--- src/rtl/serial_adder.sv ---
// serial_adder: bit-serial adder built from one full-add cell and a carry
// flip-flop. Operands are processed LSB first over WIDTH cycles; the result
// is published on sum/cout together with a one-cycle done pulse.
//
// Ports:
//   clk    - sole clock, rising edge
//   rst    - asynchronous, active-high reset
//   start  - request an addition (accepted only when idle)
//   a, b   - WIDTH-bit addends, captured on acceptance
//   cin    - carry-in, captured on acceptance
//   sum    - registered WIDTH-bit result
//   cout   - registered carry-out
//   busy   - high during the WIDTH processing cycles
//   done   - one-cycle pulse when sum/cout have just been updated
module serial_adder #(
  parameter int unsigned WIDTH = 8
) (
  input  logic             clk,
  input  logic             rst,
  input  logic             start,
  input  logic [WIDTH-1:0] a,
  input  logic [WIDTH-1:0] b,
  input  logic             cin,
  output logic [WIDTH-1:0] sum,
  output logic             cout,
  output logic             busy,
  output logic             done
);

  localparam int unsigned CW = (WIDTH > 2) ? $clog2(WIDTH) : 1;
  localparam logic [CW-1:0] LAST_BIT = CW'(WIDTH - 1);

  typedef enum logic [1:0] {
    IDLE = 2'd0,
    RUN  = 2'd1,
    DONE = 2'd2
  } state_e;

  state_e           state_q, state_d;
  logic [WIDTH-1:0] a_q, a_d;
  logic [WIDTH-1:0] b_q, b_d;
  logic [WIDTH-1:0] res_q, res_d;
  logic [WIDTH-1:0] sum_q, sum_d;
  logic [CW-1:0]    cnt_q, cnt_d;
  logic             carry_q, carry_d;
  logic             cout_q, cout_d;
  logic             busy_q, busy_d;
  logic             done_q, done_d;

  logic             fa_sum_c;
  logic             fa_carry_c;

  // Single full-add cell on the current LSBs and the stored carry
  always_comb begin
    fa_sum_c   = a_q[0] ^ b_q[0] ^ carry_q;
    fa_carry_c = (a_q[0] & b_q[0]) | (a_q[0] & carry_q) | (b_q[0] & carry_q);
  end

  // Next-state and datapath control
  always_comb begin
    state_d = state_q;
    a_d     = a_q;
    b_d     = b_q;
    res_d   = res_q;
    sum_d   = sum_q;
    cnt_d   = cnt_q;
    carry_d = carry_q;
    cout_d  = cout_q;

    case (state_q)
      IDLE: begin
        if (start) begin
          a_d     = a;
          b_d     = b;
          carry_d = cin;
          cnt_d   = '0;
          state_d = RUN;
        end
      end
      RUN: begin
        a_d     = a_q >> 1;
        b_d     = b_q >> 1;
        carry_d = fa_carry_c;
        // Result bits enter at the MSB so after WIDTH shifts bit 0 is aligned
        res_d   = {fa_sum_c, res_q[WIDTH-1:1]};
        cnt_d   = cnt_q + CW'(1);
        if (cnt_q == LAST_BIT) begin
          sum_d   = {fa_sum_c, res_q[WIDTH-1:1]};
          cout_d  = fa_carry_c;
          cnt_d   = '0;
          state_d = DONE;
        end
      end
      DONE: begin
        state_d = IDLE;
      end
      default: begin
        state_d = IDLE;
      end
    endcase

    // Status flags are registered copies of the state being entered
    busy_d = (state_d == RUN);
    done_d = (state_d == DONE);
  end

  // State and datapath registers
  always_ff @(posedge clk or posedge rst) begin
    if (rst) begin
      state_q <= IDLE;
      a_q     <= '0;
      b_q     <= '0;
      res_q   <= '0;
      sum_q   <= '0;
      cnt_q   <= '0;
      carry_q <= 1'b0;
      cout_q  <= 1'b0;
      busy_q  <= 1'b0;
      done_q  <= 1'b0;
    end else begin
      state_q <= state_d;
      a_q     <= a_d;
      b_q     <= b_d;
      res_q   <= res_d;
      sum_q   <= sum_d;
      cnt_q   <= cnt_d;
      carry_q <= carry_d;
      cout_q  <= cout_d;
      busy_q  <= busy_d;
      done_q  <= done_d;
    end
  end

  assign sum  = sum_q;
  assign cout = cout_q;
  assign busy = busy_q;
  assign done = done_q;

endmodule

--- config.mk ---
export PLATFORM = sky130hd
export DESIGN_NAME = serial_adder
export DESIGN_NICKNAME = d
export VERILOG_FILES = /design/src/rtl/serial_adder.sv
export SDC_FILE = /design/constraint.sdc
export NUM_CORES = 1
export LEC_CHECK = 0
export CORE_ASPECT_RATIO = 1.75
export CORE_MARGIN = 4
export CORE_UTILIZATION = 45
export DETAILED_ROUTE_END_ITERATION = 10
export HOLD_SLACK_MARGIN = 0.08
export PLACE_DENSITY = 0.69
export SETUP_SLACK_MARGIN = 0.1
export SYNTH_ARGS = -nofsm -noshare
export SYNTH_HDL_FRONTEND = slang
export SYNTH_SLANG_ARGS = --single-unit
--- constraint.sdc ---
create_clock -name clk -period 3.9 [get_ports clk]
set_input_delay 0.78 -clock clk [delete_from_list [all_inputs] [get_ports clk]]
set_output_delay 0.78 -clock clk [all_outputs]
set_load 0.01 [all_outputs]
Word level (Yosys, flattened, before mapping)

Cells that the tools add are included.

Add/subtract/negate cells: 1
Eq/ne operators: 5
Muxes and demuxes: 12
Bitwise gates (word level): 7
Reduce and logical (&&, ||, !) cells: 4

Operators with widths:

| kind                | count |
|---|---|
| $pmux 8 s2          | 2 |
| $mux 8              | 2 |
| $mux 3              | 2 |
| $pmux 3 s2          | 1 |
| $eq 2x1->1 const B  | 2 |
| $mux 2              | 2 |
| $pmux 2 s2          | 1 |
| $reduce_and 2->1    | 2 |
| $add 3x1->3 const B | 1 |
| $and 1x1->1         | 3 |
| $eq 3x3->1 const B  | 1 |
| $eq 2x2->1 const B  | 1 |
| $logic_not 2->1     | 1 |
| $ne 2x2->1 const B  | 1 |
| $or 1x1->1          | 2 |
| $pmux 1 s2          | 1 |
| $reduce_bool 2->1   | 1 |
| $xor 1x1->1         | 2 |
| $mux 1              | 1 |

Bits in registers: 41
Output and inout port bits: 11
Logic and storage cells: 39

Longest topological paths before layout

Depth after elaboration: 4
Depth in mapped cells: 5

Worst setup path after synthesis

Ideal clock, no wire load.

Kind: register to register
Start point: register cnt_q[0]
End point: register cout_q, in the netlist cout
Library setup time: 125 ps
Data arrival time: 1345 ps
Required time: 3775 ps
Path slack: 2430 ps
Cell stages (with the launch flop): 6
Path buffers: 1
Cells stage by stage: dfrtp_1 -> ha_1 -> ha_1 -> nand3b_1 -> buf_6 -> mux2_4

Word-level cells in the longest chain between the ends: 2

RTL lines:

| item                       | line | text |
|---|---|---|
| start, declared            | 44   | `logic [CW-1:0] cnt_q, cnt_d;` |
| start signal, assigned     | 126  | `cnt_q <= cnt_d;` |
| $eq 3x3->1                 | 87   | `if (cnt_q == LAST_BIT) begin` |
| $reduce_and 2->1 (no line) | -    |  |
| end signal, assigned       | 128  | `cout_q <= cout_d;` |
| end, declared              | 46   | `logic cout_q, cout_d;` |

Every way passes these cells.
A chain may end at the register's enable or synchronous reset.

Final worst setup path

Start point: input port start
End point: register a_q[4]

Word-level cells in the longest chain between the ends: 2

RTL lines:

| item                       | line | text |
|---|---|---|
| start, declared            | 20   | `input logic start,` |
| $ne 2x2->1 (no line)       | -    |  |
| $reduce_and 2->1 (no line) | -    |  |
| end signal, assigned       | 111  | `a_q <= '0;` |
| end signal, assigned       | 122  | `a_q <= a_d;` |
| end, declared              | 40   | `logic [WIDTH-1:0] a_q, a_d;` |

Every way passes these cells.

==> key figures <==
Clock tree
  – Clk sinks: 40
  – Worst-case clock buffer depth: 2
  – CTS tree: built
  – Clk slew on worst S/H paths: 0.07 ns
  – Htree depth: 2
  – # resized after CTS: 0
  – Total CTS buffers: 5
  – # hold bufs at CTS: 0
  – Clk_lat worst skew: a little under 0.3 ns
  – Post CTS Setup Buffer Count: 0
  – Clk root buf: clkbuf_8

Yosys
  – Cell taking the most area after synthesis: dfrtp_1
  – Most area-consuming cells after synthesis: dfrtp_1, mux2_4, nor4b_1
  – Yosys warns: 0
  – Distinct cell type count after synthesis: 22
  – Cells after Synth: 143
  – Syn nets: 166
  – Mean Syn Cell Area: 12.8 sq um
  – Cell Area, Synth: 1830 sq um
  – Register area share after synthesis: 54.6%
  – Synth Register Bits: 40
  – Top cell type's share of synthesized area: 54.6%

Power
  – P_leak: 0.995 nW
  – Power Density: 773 nW/um^2
  – Maximum vdd drop: 0.387 mV

Setup path
  – Crit path cell chain: clkdlybuf4s50_1 > o21bai_1 > buf_4 > a222oi_1
  – Crit. End Element: flip-flop
  – Crit path kind: in -> reg
  – CP bufs+invs: 2
  – Worst r2r src: state_q[0]$_DFF_PP0_
  – FF-to-FF path depth: 2
  – Worst r2r dst: sum[4]$_DFFE_PP0P_
  – CP startpoint kind: input pin
  – CP peak stage delay: 0.59 ns
  – CP required: 4.03 ns
  – Crit path max fanout: 15
  – Worst reg-to-reg setup slack: 1.69 ns
  – Worst Path Arrival: 2.35 ns
  – Slowest CP cell: clkdlybuf4s50_1
  – Top delay family on crit path: buffers and inverters

GRT
  – GRT Total Usage: around 14%
  – Initial antenna violation count: 0
  – First-pass GRT wire length: 5750 um
  – Pin count of the biggest net entering global routing: 41
  – Total congestion overflow: 0
  – Number of global-route vias before repair: approximately 1300

Layout
  – Fillers: between 300 and 400
  – Register area: approximately 1000 sq um
  – Antenna Cells: 0
  – Nets: 195
  – Fin util: approximately 57%
  – Area grow syn2layout: 22.5%
  – Multi-input logic area: ~690 sq um
  – Share of cells above drive strength 1: 16.2%

Min path
  – Hold Path Cell Cnt: 1
  – Worst min path class: reg -> reg
  – Hold path start: sum[2]$_DFFE_PP0P_
  – WHS Endpoint: sum[2]$_DFFE_PP0P_

Floorplanning
  – Top-Level Pins: 31
  – DIE AREA: 5200 sq um
  – Initial Util: 47.0%
  – FP Rows: 30
  – Core area: 3900 sq um
  – Die Y: about 92 um
  – DIE WIDTH: 56.2 um

Timing
  – Final setup TNS: 0 ns
  – Hold violation count in the final report: 0
  – Worst-Margin Slew: 0.853 ns
  – Ratio of final minimum period to clock period: 57.0%
  – Rel. slew slack: 43.2%
  – Worst-case clock skew: 0.00689 ns
  – RSZ-0062 raised after global routing: no
  – Max Freq: 450 MHz
  – Tmin final: 2.22 ns
  – Final Setup Violations: 0
  – Pins Over Slew Limit: 0
  – Final hold slack: 0.513 ns

Detailed routing
  – Initial DRC count: 26
  – Final WL: around 3200 um
  – Final ANT Viol Nets: 0
  – Via-to-Cell Ratio: 5.41
  – Initial DRT Pass Iterations: 4
  – Drt wl/cell: ~14 um
  – Vias: 1195
  – Remaining DRCs: 0

Place
  – Detail Placement HPWL: approximately 2200 um
  – Gpl congestion: between 0.6 and 0.7
  – Buffers on Ports: 30

Job
  – Max Cap Violations: 0

Outcome
  – Status: complete, no violations
-- how the worst max path moves through the flow --
stage / cells past startpoint / slack, ns / startpoint / endpoint
global placement: 4 / 1.45 / start / a_q[5]$_DFFE_PP0P_
CTS: 4 / 1.68 / start / a_q[4]$_DFFE_PP0P_
global route: 2 / 1.48 / state_q[0]$_DFF_PP0_ / cout$_DFFE_PP0P_
floorplan: 1 / 2.20 / rst / a_q[0]$_DFFE_PP0P_
finish: 4 / 1.68 / start / a_q[4]$_DFFE_PP0P_
detailed placement: 4 / 1.39 / start / a_q[4]$_DFFE_PP0P_
-- Yosys cell counts --
master and count:
dfrtp_1 40, inv_1 18, nor3b_1 13, a211oi_1 12
nor4b_1 12, mux2_2 9, mux2_4 8, a22o_1 4
a222oi_1 3, buf_2 3, buf_6 3, nor2_1 3
a21oi_1 2, buf_4 2, clkbuf_1 2, ha_1 2
nor2b_1 2, clkbuf_4 1, fa_1 1, nand3b_1 1
nor3b_2 1, o21bai_1 1
-- area by class of cell --
| class | instances | area share [%] |
|---|---|---|
| repair buffers | 33 | 14.4 |
| well taps | 48 | 2.68 |
| clock inverters | 2 | 1.56 |
| multi-input cells | 74 | 30.5 |
| flip-flops and latches | 40 | 44.6 |
| inverters | 18 | 3.01 |
| clock buffers | 6 | 3.23 |
-- stage by stage --
stage / worst slack, ns / cells / cell area, sq um / power [mW]
floorplan: 2.20 / 143 / 1830 / 1.22
global placement: 1.45 / 213 / 2140 / 1.39
detailed placement: 1.39 / 213 / 2140 / 1.42
CTS: 1.68 / 221 / 2240 / 1.76
global route: 1.48 / 221 / 2240 / 1.88
finish: 1.68 / 221 / 2240 / 1.73
-- state kept, by name, summed over array words and instances (netlist names) --
name	count
done	1
busy	1
res_q	7
sum	8
cnt_q	3
b_q	8
a_q	8
state_q	2
carry_q	1
cout	1
-- layout by cell type, fill, tap and decap left out, types with 2 or more instances in the layout --
| cell | Yosys | final |
|---|---|---|
| dfrtp_1 | 40 | 40 |
| clkdlybuf4s50_1 | 0 | 30 |
| inv_1 | 18 | 18 |
| nor3b_1 | 13 | 13 |
| nor4b_1 | 12 | 12 |
| a211oi_1 | 12 | 12 |
| mux2_2 | 9 | 9 |
| mux2_4 | 8 | 8 |
| clkbuf_8 | 0 | 5 |
| a22o_1 | 4 | 4 |
| nor2_1 | 3 | 3 |
| a222oi_1 | 3 | 3 |
| buf_4 | 2 | 3 |
| nor2b_1 | 2 | 2 |
| a21oi_1 | 2 | 2 |
| ha_1 | 2 | 2 |
-- worst reg2reg max path, delay by kind of cell (launching register included) --
family,cells,cell delay (ns)
multiplexers,1,0.50
AND/OR/NAND/NOR,1,0.70
flip-flops,1,0.90
-- cell families after synthesis --
| kind of cell | after synthesis | share of synthesized area [%] |
|---|---|---|
| mux | 17 | 12.1 |
| fa+ha+maj | 3 | 2.46 |
| flops | 40 | 54.6 |
| compound gates | 22 | 9.42 |
| simple gates | 32 | 13.4 |
| buf+inv | 29 | 7.99 |
-- metal layers --
| metal | share of wire, % | GRT usage [%] | vias up |
|---|---|---|---|
| li1 | - | - | 567 |
| met1 | 41 | 16.7 | 589 |
| met2 | 51 | 23.1 | 31 |
| met3 | 5.3 | 3.63 | 8 |
| met4 | 2.9 | 7.72 | 0 |
| met5 | 0 | 0 | - |
-- power breakdown --
part | internal [mW] | total, mW | switching [mW]
Combinational | 0.398 | 0.657 | 0.258
Clock | 0.190 | 0.328 | 0.138
Sequential | 0.612 | 0.750 | 0.138
Note: power is estimated with default switching activity, not from simulation.
